$ cat src/rtl/uart_rx_byte_buffer_pkg.sv
// uart_rx_byte_buffer_pkg: shared clock constant and state encodings for the UART RX byte buffer.
// Rev 1.0
`default_nettype none

package uart_rx_byte_buffer_pkg;

  localparam int UART_CLK_HZ = 40_000_000;

  localparam logic [1:0] RX_IDLE_ENC  = 2'd0;
  localparam logic [1:0] RX_START_ENC = 2'd1;
  localparam logic [1:0] RX_DATA_ENC  = 2'd2;
  localparam logic [1:0] RX_STOP_ENC  = 2'd3;

  localparam logic [1:0] HS_EMPTY_ENC   = 2'd0;
  localparam logic [1:0] HS_PRESENT_ENC = 2'd1;
  localparam logic [1:0] HS_HOLD_ENC    = 2'd2;

  typedef enum logic [1:0] {
    RX_IDLE  = RX_IDLE_ENC,
    RX_START = RX_START_ENC,
    RX_DATA  = RX_DATA_ENC,
    RX_STOP  = RX_STOP_ENC
  } rx_state_t;

  typedef enum logic [1:0] {
    HS_EMPTY   = HS_EMPTY_ENC,
    HS_PRESENT = HS_PRESENT_ENC,
    HS_HOLD    = HS_HOLD_ENC
  } hs_state_t;

  // Rounded clk cycles per UART bit for a given baud rate.
  function automatic int baud_to_clks(input int baud);
    return (UART_CLK_HZ + baud / 2) / baud;
  endfunction

endpackage

`default_nettype wire

$ cat src/rtl/uart_rx_byte_buffer_fifo.sv
// byte_fifo: circular show-ahead FIFO with extra-bit pointers and synchronous flush.
// Rev 1.0
`default_nettype none

module byte_fifo #(
  parameter int WIDTH = 8,
  parameter int DEPTH = 8
) (
  input  logic                     clk,
  input  logic                     rst,
  input  logic                     push,
  input  logic                     pop,
  input  logic [WIDTH-1:0]         din,
  output logic [WIDTH-1:0]         dout,
  output logic                     empty,
  output logic                     full,
  output logic [$clog2(DEPTH):0]   level
);

  localparam int AW = $clog2(DEPTH);

  logic [WIDTH-1:0] mem [DEPTH];
  logic [AW:0]      wr_ptr;
  logic [AW:0]      rd_ptr;
  logic             do_push;
  logic             do_pop;

  assign empty   = (wr_ptr == rd_ptr);
  assign full    = (wr_ptr[AW] != rd_ptr[AW]) && (wr_ptr[AW-1:0] == rd_ptr[AW-1:0]);
  assign level   = wr_ptr - rd_ptr;
  assign dout    = mem[rd_ptr[AW-1:0]];
  // A push into a full FIFO is dropped so stored bytes are never overwritten.
  assign do_push = push && !full;
  assign do_pop  = pop && !empty;

  always_ff @(posedge clk) begin
    if (rst) begin
      wr_ptr <= '0;
      rd_ptr <= '0;
    end else begin
      if (do_push) wr_ptr <= wr_ptr + 1'b1;
      if (do_pop)  rd_ptr <= rd_ptr + 1'b1;
    end
  end

  always_ff @(posedge clk) begin
    if (do_push && !rst) mem[wr_ptr[AW-1:0]] <= din;
  end

endmodule

`default_nettype wire

$ cat src/rtl/uart_rx_byte_buffer.sv
// uart_rx_byte_buffer: 8N1 UART receiver feeding a byte FIFO and a rdy/uld decoder handshake.
// Rev 1.0
`default_nettype none

module uart_rx_byte_buffer
  import uart_rx_byte_buffer_pkg::*;
#(
  parameter int CLKS_PER_BIT = baud_to_clks(115_200),
  parameter int FIFO_DEPTH   = 8,
  parameter int HOLD_CYCLES  = 2
) (
  input  logic                          clk,
  input  logic                          rst,
  input  logic                          rx,
  output logic [7:0]                    byte_out,
  output logic                          byte_rdy,
  input  logic                          byte_uld,
  output logic                          framing_err,
  output logic                          overrun,
  output logic [$clog2(FIFO_DEPTH):0]   fifo_level
);

  localparam int BAUD_W = $clog2(CLKS_PER_BIT);
  localparam int HOLD_W = $clog2(HOLD_CYCLES + 1);
  localparam logic [BAUD_W-1:0] HALF_LAST = BAUD_W'(CLKS_PER_BIT / 2 - 1);
  localparam logic [BAUD_W-1:0] BIT_LAST  = BAUD_W'(CLKS_PER_BIT - 1);
  localparam logic [HOLD_W-1:0] HOLD_LAST = HOLD_W'(HOLD_CYCLES - 1);

  logic rx_meta, rx_s;

  rx_state_t         rx_state, rx_next;
  logic [BAUD_W-1:0] baud_cnt, baud_next;
  logic [2:0]        bit_cnt, bit_next;
  logic [7:0]        shift, shift_next;
  logic              fe_next, ov_next, push;

  hs_state_t         hs_state, hs_next;
  logic [HOLD_W-1:0] hold_cnt, hold_next;
  logic [7:0]        out_next;
  logic              rdy_next, pop;

  logic [7:0]        fifo_dout;
  logic              fifo_empty, fifo_full;

  byte_fifo #(.WIDTH(8), .DEPTH(FIFO_DEPTH)) u_fifo (
    .clk   (clk),
    .rst   (rst),
    .push  (push),
    .pop   (pop),
    .din   (shift),
    .dout  (fifo_dout),
    .empty (fifo_empty),
    .full  (fifo_full),
    .level (fifo_level)
  );

  // Synchroniser presets high so reset never looks like a start bit.
  always_ff @(posedge clk) begin
    if (rst) begin
      rx_meta <= 1'b1;
      rx_s    <= 1'b1;
    end else begin
      rx_meta <= rx;
      rx_s    <= rx_meta;
    end
  end

  always_ff @(posedge clk) begin
    if (rst) begin
      rx_state    <= RX_IDLE;
      baud_cnt    <= '0;
      bit_cnt     <= '0;
      shift       <= '0;
      framing_err <= 1'b0;
      overrun     <= 1'b0;
    end else begin
      rx_state    <= rx_next;
      baud_cnt    <= baud_next;
      bit_cnt     <= bit_next;
      shift       <= shift_next;
      framing_err <= fe_next;
      overrun     <= ov_next;
    end
  end

  always_comb begin
    rx_next    = rx_state;
    baud_next  = baud_cnt + 1'b1;
    bit_next   = bit_cnt;
    shift_next = shift;
    fe_next    = 1'b0;
    ov_next    = 1'b0;
    push       = 1'b0;
    case (rx_state)
      RX_IDLE: begin
        baud_next = '0;
        if (!rx_s) begin
          rx_next  = RX_START;
          bit_next = '0;
        end
      end
      RX_START: begin
        if (baud_cnt == HALF_LAST) begin
          baud_next = '0;
          rx_next   = rx_s ? RX_IDLE : RX_DATA;
        end
      end
      RX_DATA: begin
        if (baud_cnt == BIT_LAST) begin
          baud_next  = '0;
          shift_next = {rx_s, shift[7:1]};
          bit_next   = bit_cnt + 3'd1;
          if (bit_cnt == 3'd7) rx_next = RX_STOP;
        end
      end
      RX_STOP: begin
        if (baud_cnt == BIT_LAST) begin
          baud_next = '0;
          rx_next   = RX_IDLE;
          if (!rx_s)          fe_next = 1'b1;
          else if (fifo_full) ov_next = 1'b1;
          else                push    = 1'b1;
        end
      end
      default: rx_next = RX_IDLE;
    endcase
  end

  always_ff @(posedge clk) begin
    if (rst) begin
      hs_state <= HS_EMPTY;
      hold_cnt <= '0;
      byte_out <= '0;
      byte_rdy <= 1'b0;
    end else begin
      hs_state <= hs_next;
      hold_cnt <= hold_next;
      byte_out <= out_next;
      byte_rdy <= rdy_next;
    end
  end

  // HOLD leaves only once the minimum hold has elapsed and uld has been released.
  always_comb begin
    hs_next   = hs_state;
    hold_next = hold_cnt;
    out_next  = byte_out;
    rdy_next  = byte_rdy;
    pop       = 1'b0;
    case (hs_state)
      HS_EMPTY: begin
        if (!fifo_empty) begin
          pop      = 1'b1;
          out_next = fifo_dout;
          rdy_next = 1'b1;
          hs_next  = HS_PRESENT;
        end
      end
      HS_PRESENT: begin
        if (byte_uld) begin
          rdy_next  = 1'b0;
          hold_next = '0;
          hs_next   = HS_HOLD;
        end
      end
      HS_HOLD: begin
        if (hold_cnt == HOLD_LAST) begin
          if (!byte_uld) hs_next = HS_EMPTY;
        end else begin
          hold_next = hold_cnt + 1'b1;
        end
      end
      default: hs_next = HS_EMPTY;
    endcase
  end

endmodule

`default_nettype wire
$ cat config.mk
export PLATFORM = sky130hd
export DESIGN_NAME = uart_rx_byte_buffer
export DESIGN_NICKNAME = d
export VERILOG_FILES = /design/src/rtl/uart_rx_byte_buffer_pkg.sv /design/src/rtl/uart_rx_byte_buffer_fifo.sv /design/src/rtl/uart_rx_byte_buffer.sv
export SDC_FILE = /design/constraint.sdc
export NUM_CORES = 1
export LEC_CHECK = 0
export ABC_AREA = 1
export CORE_MARGIN = 1.5
export CORE_UTILIZATION = 65
export CTS_BUF_LIST = sky130_fd_sc_hd__clkbuf_4 sky130_fd_sc_hd__clkbuf_8 sky130_fd_sc_hd__clkbuf_16
export DETAILED_ROUTE_END_ITERATION = 6
export PLACE_DENSITY = 0.87
export SLEW_MARGIN = 20
export SYNTH_ARGS = -nofsm -noshare
export SYNTH_HDL_FRONTEND = slang
export SYNTH_HIERARCHICAL = 1
export SYNTH_SLANG_ARGS = --single-unit
$ cat constraint.sdc
create_clock -name clk -period 4.46 [get_ports clk]
set_clock_uncertainty 0.15 [all_clocks]
set_input_delay 0.892 -clock clk [delete_from_list [all_inputs] [get_ports clk]]
set_output_delay 0.892 -clock clk [all_outputs]
set_load 0.01 [all_outputs]
==> parameters.txt, run 1 <==
Parameter                              Value

Run status
  Outcome    complete, no violations

Detailed routing
  Number of optimization iterations in the first detailed-route pass    6
  Wire length after detailed routing    between 10000 and 15000 um
  ANT nets after route    0
  DRC marker count from the first detailed-route iteration    430
  Wire length per cell after detailed routing    18.0 um
  Via/cell ratio    5.81
  Via count    roughly 3700
  # DRC    0

Placement
  Global placer's final weighted congestion    0.898
  Area of placed instances    5160 um^2
  Final HPWL DP    between 6000 and 7000 um
  Total of buffers placed on input and output ports    18

Yosys
  Number of register bits inferred by synthesis    114
  Yosys warns    6
  Cells after synthesis    between 500 and 600
  Syn_area_per_cell    9.79 um^2
  Sequential cell area fraction in the yosys report    58.8%
  Unique cell type count in the Yosys netlist    40
  Number of enable-type register cells in the synthesized netlist    64
  Area of the mapped netlist    between 4000 and 5000 um^2
  Most instantiated flip-flop cell in the synthesis netlist    sky130_fd_sc_hd__edfxtp_1
  Proportion of register bits with asynchronous set or reset after synthesis    0%
  Synthesized netlist net count    524

Setup path
  Startpoint types    flip-flop
  Critical path class    reg -> out
  Data arrival time of the critical path    2.45 ns
  Critical path endpoint category    primary output
  Critical-path maximum fanout    6
  CP Data Required Time    roughly 3.4 ns

Floorplan
  Full die area    8180 um^2
  Die W    90.5 um
  Number of cell rows    31
  Core region area    7330 um^2
  IO Pins    19
  Vertical die dimension    90.5 um
  Starting utilization of the core area    67.8%

Timing
  Shortest period the worst path allows    about 3.5 ns
  Tcrit/Tclk final    78.4%
  Total negative setup slack    0 ns
  Slew @ Worst Pin    ~1.0 ns
  Max_slew headroom    30.3%
  Max Transition Viols Final    0
  Achievable frequency    between 0.2 and 0.3 GHz
  Unrepaired setup endpoints after global routing    false
  Fin. Hold Viols    0
  Number of setup violations in the final report    0

Clock tree
  Worst-Skew Late Latency    between 0.5 and 0.6 ns
  Number of gates resized after cts    0
  H-tree levels    4
  Number of buffers added by the clock tree synthesis step    17
  # Post-CTS Setup Buffers    0
  Hold buffers post-CTS    0
  Clock-pin transition on the worst setup and hold timing paths    approximately 0.050 ns
  Root buffer selected by CTS    sky130_fd_sc_hd__clkbuf_8
  Bufs on Longest Clock Path    2
  CTS tree    done
  Clock sink count    114

Cells and area
  Fin nets    548
  Post-layout instance area    5790 um^2
  Leading cell type in the layout, fill and taps excluded    sky130_fd_sc_hd__nor2_1
  Ratio of cells with drive above 1 in the final layout    16.1%
  Commonest non-fill, non-tap cells in the layout    sky130_fd_sc_hd__nor2_1, sky130_fd_sc_hd__nand2_1, sky130_fd_sc_hd__edfxtp_1, sky130_fd_sc_hd__dfxtp_1, sky130_fd_sc_hd__o21ai_0
  Number of inserted filler cells in the final layout    392
  Number of diodes added for antenna fixing    0
  Area growth from synthesis to final layout    16.5%

GRT
  Overall Global Routing Usage    30.2%
  Total overflow reported by the global router    0
  Number of global-route vias before repair    3754
  Global-route wire length before repair    18600 um
  Maximum number of pins on one net before global-route repair    34
  Number of antenna violations at the first check in global routing    0

Job
  Number of maximum-capacitance violations    0

Power
  Power density cells    437 nW/um^2
  Static leakage power    2.23 nW
  Max VDD drop    ~380 uV

Hold path
  Path category of the worst min-delay check    reg -> reg
-- power breakdown --
| group | switching (mW) | internal [mW] |
|---|---|---|
| registers | 0.00672 | 1.10 |
| clock network | 0.443 | 0.932 |
| logic | 0.0284 | 0.0142 |
-- logic make-up (layout without fill, tap and decap cells) --
logic type	count (synthesis)	count (layout)	share of synthesized area (%)
DFF	114	114	58.8
AOI/OAI and AO/OA	96	96	11.0
xor gates and xnor gates	6	6	1.06
adders and majority gates	12	12	3.17
buffers and inverters	56	93	5.74
and+or+nand+nor	224	224	20.3
-- final cells by class --
type | count | area [um^2] | area share, %
Sequential cell | 114 | 2920 | 50.5
Tap cell | 99 | 124 | 2.14
Clock inverter | 8 | 93.8 | 1.62
Inverter | 41 | 159 | 2.74
Clock buffer | 24 | 532 | 9.18
Timing Repair Buffer | 20 | 195 | 3.37
Multi-Input combinational cell | 338 | 1760 | 30.5
-- layer usage --
| metal | vias up | GRT usage (%) | wire [um] |
|---|---|---|---|
| met3 | 37 | 8.42 | 942 |
| met4 | 0 | 15.1 | 309 |
| li1 | 1752 | - | - |
| met1 | 1748 | 36.3 | 4570 |
| met2 | 202 | 49.6 | 5770 |
| met5 | - | 0 | 0 |
-- metrics by stage --
| step | instances | setup slack, ns | utilization [%] | power, mW | hold WS [ns] |
|---|---|---|---|---|---|
| 3_3_place_gp | 612 | 1.52 | 70.5 | 1.17 | 0.249 |
| 4_1_cts | 644 | 0.961 | 79.0 | 2.53 | 0.273 |
| 6_report | 644 | 0.963 | 79.0 | 2.53 | 0.265 |
| 3_5_place_dp | 612 | 1.39 | 70.5 | 1.17 | 0.255 |
| 2_1_floorplan | 508 | 1.73 | - | 1.16 | 0.239 |
| 5_1_grt | 644 | 0.899 | 79.0 | 2.59 | 0.299 |
-- sequential cells by signal, indices dropped and copies added, names as in the netlist, named ones only --
| signal | flops |
|---|---|
| u_fifo/rd_ptr | 4 |
| hs_state | 2 |
| shift | 8 |
| overrun | 1 |
| u_fifo/mem | 64 |
| rx_meta | 1 |
| rx_s | 1 |
| rx_state | 1 |
| hold_cnt | 2 |
| bit_cnt | 3 |
| byte_out | 8 |
| u_fifo/wr_ptr | 4 |
| baud_cnt | 9 |
| framing_err | 1 |
| byte_rdy | 1 |
-- critical path, stage by stage, from the launching register on --
cell and delay (ns):
sky130_fd_sc_hd__dfxtp_1 0.45, sky130_fd_sc_hd__inv_1 0.12, sky130_fd_sc_hd__ha_1 0.25, sky130_fd_sc_hd__fa_1 0.40
sky130_fd_sc_hd__xnor2_1 0.17, sky130_fd_sc_hd__clkdlybuf4s50_1 0.55
-- synth_stat cells (3+ instances only) --
cell type	instances	area [um^2]
sky130_fd_sc_hd__nand2_2	12	75.1
sky130_fd_sc_hd__dfxtp_1	50	1000
sky130_fd_sc_hd__inv_2	9	33.8
sky130_fd_sc_hd__nand3_1	12	60.1
sky130_fd_sc_hd__o21ai_0	33	165
sky130_fd_sc_hd__nor2_2	5	31.3
sky130_fd_sc_hd__nand2_4	5	56.3
sky130_fd_sc_hd__o21ai_1	31	155
sky130_fd_sc_hd__a21oi_1	14	70.1
sky130_fd_sc_hd__nor2_1	97	364
sky130_fd_sc_hd__ha_1	11	138
sky130_fd_sc_hd__buf_6	5	56.3
sky130_fd_sc_hd__nor3_1	3	15.0
sky130_fd_sc_hd__xor2_1	5	43.8
sky130_fd_sc_hd__edfxtp_1	64	1920
sky130_fd_sc_hd__a21oi_2	10	87.6
sky130_fd_sc_hd__nand4_1	6	37.5
sky130_fd_sc_hd__nand2_1	74	278
sky130_fd_sc_hd__inv_1	29	109
sky130_fd_sc_hd__clkbuf_1	3	11.3
sky130_fd_sc_hd__o21ai_2	4	35.0
-- worst paths after layout --
kind	start	depth (start not counted)	to	slack, ns
worst max-delay path	u_fifo/wr_ptr[0]	5	fifo_level[2]	0.96
worst min-delay path	rx_meta	1	rx_s	0.26
worst max register to register	u_fifo/wr_ptr[0]	9	u_fifo/mem[5][7]	1.17
worst min register to register	rx_meta	1	rx_s	0.26
No activity file was read; power rests on OpenSTA's default activity.
==> run 2, diff against run 1 <==
--- a/config.mk
+++ b/config.mk
@@ -7,10 +7,10 @@
 export LEC_CHECK = 0
 export ABC_AREA = 1
 export CORE_MARGIN = 1.5
-export CORE_UTILIZATION = 65
+export CORE_UTILIZATION = 55
 export CTS_BUF_LIST = sky130_fd_sc_hd__clkbuf_4 sky130_fd_sc_hd__clkbuf_8 sky130_fd_sc_hd__clkbuf_16
 export DETAILED_ROUTE_END_ITERATION = 6
-export PLACE_DENSITY = 0.87
+export PLACE_DENSITY = 0.79
 export SLEW_MARGIN = 20
 export SYNTH_ARGS = -nofsm -noshare
 export SYNTH_HDL_FRONTEND = slang
==> constraint.sdc (replaced) <==
create_clock -name clk -period 3.2 [get_ports clk]
set_clock_uncertainty 0.15 [all_clocks]
set_input_delay 0.64 -clock clk [delete_from_list [all_inputs] [get_ports clk]]
set_output_delay 0.64 -clock clk [all_outputs]
set_load 0.01 [all_outputs]
==> run 2 against run 1 <==
  * Setup slack worse by 0.84 ns
  * Non-clock buffer count up 10
  * Utilization down 12 points
  * Critical path type unchanged
  * Sequential share of layout area down 0.13 points
  * Sequential power up 40%
  * Flip-flop and latch count unchanged
  * Hold slack worse by 0.0012 ns
  * Register-to-register slack worse by 0.48 ns
==> parameters.txt, run 2 (synthesized netlist as in run 1, its figures left out) <==
Parameter                              Value

Setup path
  Flop2flop setup slack    0.69 ns (-0.48 ns)
  Register-to-Register Path Depth    11 (+2)
  Startpoint types    flip-flop
  Worst reg2reg endpoint    u_fifo/rd_ptr[2]
  Critical-path maximum fanout    6 (unchanged)
  Data arrival time of the critical path    2.29 ns (-0.16 ns)
  Critical path endpoint category    primary output
  Start of the worst register-to-register path    u_fifo/wr_ptr[0]
  Critical path class    reg -> out
  CP Data Required Time    2.41 ns (-1.01 ns)

Floorplan
  Starting utilization of the core area    57.0% (-11 points)
  Number of cell rows    34 (+9.7%)
  Core region area    8720 um^2 (+19%)
  IO Pins    19 (unchanged)
  Full die area    9620 um^2 (+18%)
  Vertical die dimension    98.1 um (+8.4%)
  Die W    98.1 um (+8.4%)

Placement
  Global placer's final weighted congestion    0.815 (-9.3%)
  Placed Instances    631 (+3.1%)
  Final HPWL DP    6220 um (-5.9%)
  Area of placed instances    5250 um^2 (+1.7%)
  Total of buffers placed on input and output ports    18 (unchanged)

Clock tree
  Bufs on Longest Clock Path    2 (unchanged)
  Clock-pin transition on the worst setup and hold timing paths    0.06 ns (about the same)
  Clock sink count    114 (unchanged)
  Root buffer selected by CTS    sky130_fd_sc_hd__clkbuf_8
  Worst-Skew Late Latency    0.51 ns (about the same)
  # Post-CTS Setup Buffers    0 (unchanged)
  Number of buffers added by the clock tree synthesis step    17 (unchanged)
  CTS tree    done
  H-tree levels    4 (unchanged)

Detailed routing
  Via count    3530 (-5.6%)
  Via/cell ratio    5.32 (-8.3%)
  # DRC    0 (unchanged)
  DRC marker count from the first detailed-route iteration    314 (-27%)
  Number of optimization iterations in the first detailed-route pass    5 (-1)
  ANT nets after route    0 (unchanged)
  Wire length after detailed routing    9520 um (-18%)
  Wire length per cell after detailed routing    14.4 um (-20%)

Timing
  Total negative setup slack    0 ns (unchanged)
  Unrepaired setup endpoints after global routing    false
  Max Transition Viols Final    0 (unchanged)
  Achievable frequency    ~0.32 GHz
  Tcrit/Tclk final    96.3%
  Fin. Hold Viols    0 (unchanged)
  Number of setup violations in the final report    0 (unchanged)
  Max_slew headroom    58.2% (+28 points)
  Shortest period the worst path allows    just over 3 ns
  Slew @ Worst Pin    0.626 ns (-0.418 ns)
  Post-Route Hold Slack    0.264 ns (-0.00120 ns)

Cells and area
  Ratio of cells with drive above 1 in the final layout    18.2% (+2.1 points)
  Post-layout instance area    5810 um^2 (+0.39%)
  Fin nets    558 (+1.8%)
  Area growth from synthesis to final layout    16.9%
  Post-route non-filler standard cell count    663 (+3.0%)
  Number of diodes added for antenna fixing    0 (unchanged)
  Leading cell type in the layout, fill and taps excluded    sky130_fd_sc_hd__nor2_1
  Number of flip-flops in the largest register    64 (unchanged)
  Layout Utilization    66.7% (-12 points)
  Commonest non-fill, non-tap cells in the layout    sky130_fd_sc_hd__nor2_1, sky130_fd_sc_hd__nand2_1, sky130_fd_sc_hd__edfxtp_1, sky130_fd_sc_hd__dfxtp_1

Hold path
  Worst Hold Path Cells    1 (unchanged)
  Hold Crit Endpoint    rx_s
  Path category of the worst min-delay check    reg -> reg
  Start point of the worst hold path    rx_meta

Power
  Internal power    2.61 mW (+27%)
  Net switching power    730 uW (+53%)
  Max VDD drop    441 uV (+17%)
  Comb pwr share    1.7% (about the same)
  Static leakage power    2.25 nW (+1.1%)
  Fraction of power spent switching nets    21.9% (+3.0 points)
  Power density cells    574 nW/um^2 (+31%)
  Fraction of power consumed by sequential logic    46.4% (+2.5 points)
  Clock power share    51.9% (-2.5 points)

GRT
  Global-route wire length before repair    15700 um (-16%)
  Total overflow reported by the global router    0 (unchanged)
  Number of global-route vias before repair    3321 (-12%)
  Number of antenna violations at the first check in global routing    0 (unchanged)
  Maximum number of pins on one net before global-route repair    33 (-2.9%)
  Overall Global Routing Usage    21.0% (-9.2 points)

Job
  Number of maximum-capacitance violations    0 (unchanged)

Run status
  Outcome    complete, no violations
run 2: changes by cell type in the layout (fill, tap and decap cells not counted), sizes merged, moves of 2 or more:
cell / delta
inv: +5
clkbuf: -5
bufinv: -2
buf: +10
run 2: worst max-delay path, stage by stage (launching register included):
cell and delay, ns:
sky130_fd_sc_hd__dfxtp_1 0.43, sky130_fd_sc_hd__inv_1 0.10, sky130_fd_sc_hd__ha_1 0.24, sky130_fd_sc_hd__fa_1 0.43, sky130_fd_sc_hd__inv_1 0.06, sky130_fd_sc_hd__clkdlybuf4s50_1 0.52
run 2: worst max-delay path by stage:
| stage | startpoint | endpoint | slack, ns | cells past startpoint |
|---|---|---|---|---|
| 2_1_floorplan | u_fifo/wr_ptr[0] | u_fifo/mem[0][0] | 0.47 | 11 |
| 3_3_place_gp | u_fifo/wr_ptr[0] | fifo_level[2] | 0.61 | 5 |
| 3_5_place_dp | u_fifo/wr_ptr[0] | fifo_level[2] | 0.50 | 5 |
| 4_1_cts | u_fifo/rd_ptr[2] | fifo_level[3] | 0.01 | 6 |
| 5_1_grt | u_fifo/rd_ptr[2] | fifo_level[3] | 0.01 | 6 |
| 6_report | u_fifo/wr_ptr[0] | fifo_level[1] | 0.12 | 5 |
run 2: power by group through the flow:
| stage | clock network, mW | registers [mW] | logic, mW |
|---|---|---|---|
| final | 1.73 | 1.55 | 0.0572 |
| after global routing | 1.82 | 1.55 | 0.0644 |
| after CTS | 1.75 | 1.55 | 0.0571 |
| after detailed placement | 0 | 1.58 | 0.0569 |
| after global placement | 0 | 1.58 | 0.0549 |
| after floorplan | 0 | 1.58 | 0.0415 |
run 2: timing repair:
| action | in CTS | in global routing |
|---|---|---|
| endpoints found under the setup margin | 1 | 1 |
| resized for setup | 1 | 4 |
| hold endpoints to repair | 0 | 0 |
| hold buffers | 0 | 0 |
| pin swaps | 0 | 0 |
run 2: metrics by stage:
stage,worst slack (ns),total power [mW]
final,0.119,3.34
after global routing,0.0126,3.44
after CTS,0.0146,3.35
after detailed placement,0.500,1.63
after global placement,0.608,1.63
after floorplan,0.474,1.62
run 2: area by class of cell:
type                    count  area, um^2
well taps                 108         135
clock buffers              19         464
inverters                  41         159
fillers                   640        2910
multi-input cells         338        1760
repair buffers             30         269
flip-flops and latches    114        2930
clock inverters            13        95.1
run 2: layer usage:
layer | global-route usage, % | wire length (um)
met3 | 5.87 | 362
met4 | 7.80 | 140
met1 | 26.5 | 4350
met2 | 34.6 | 4670
met5 | 0 | 0
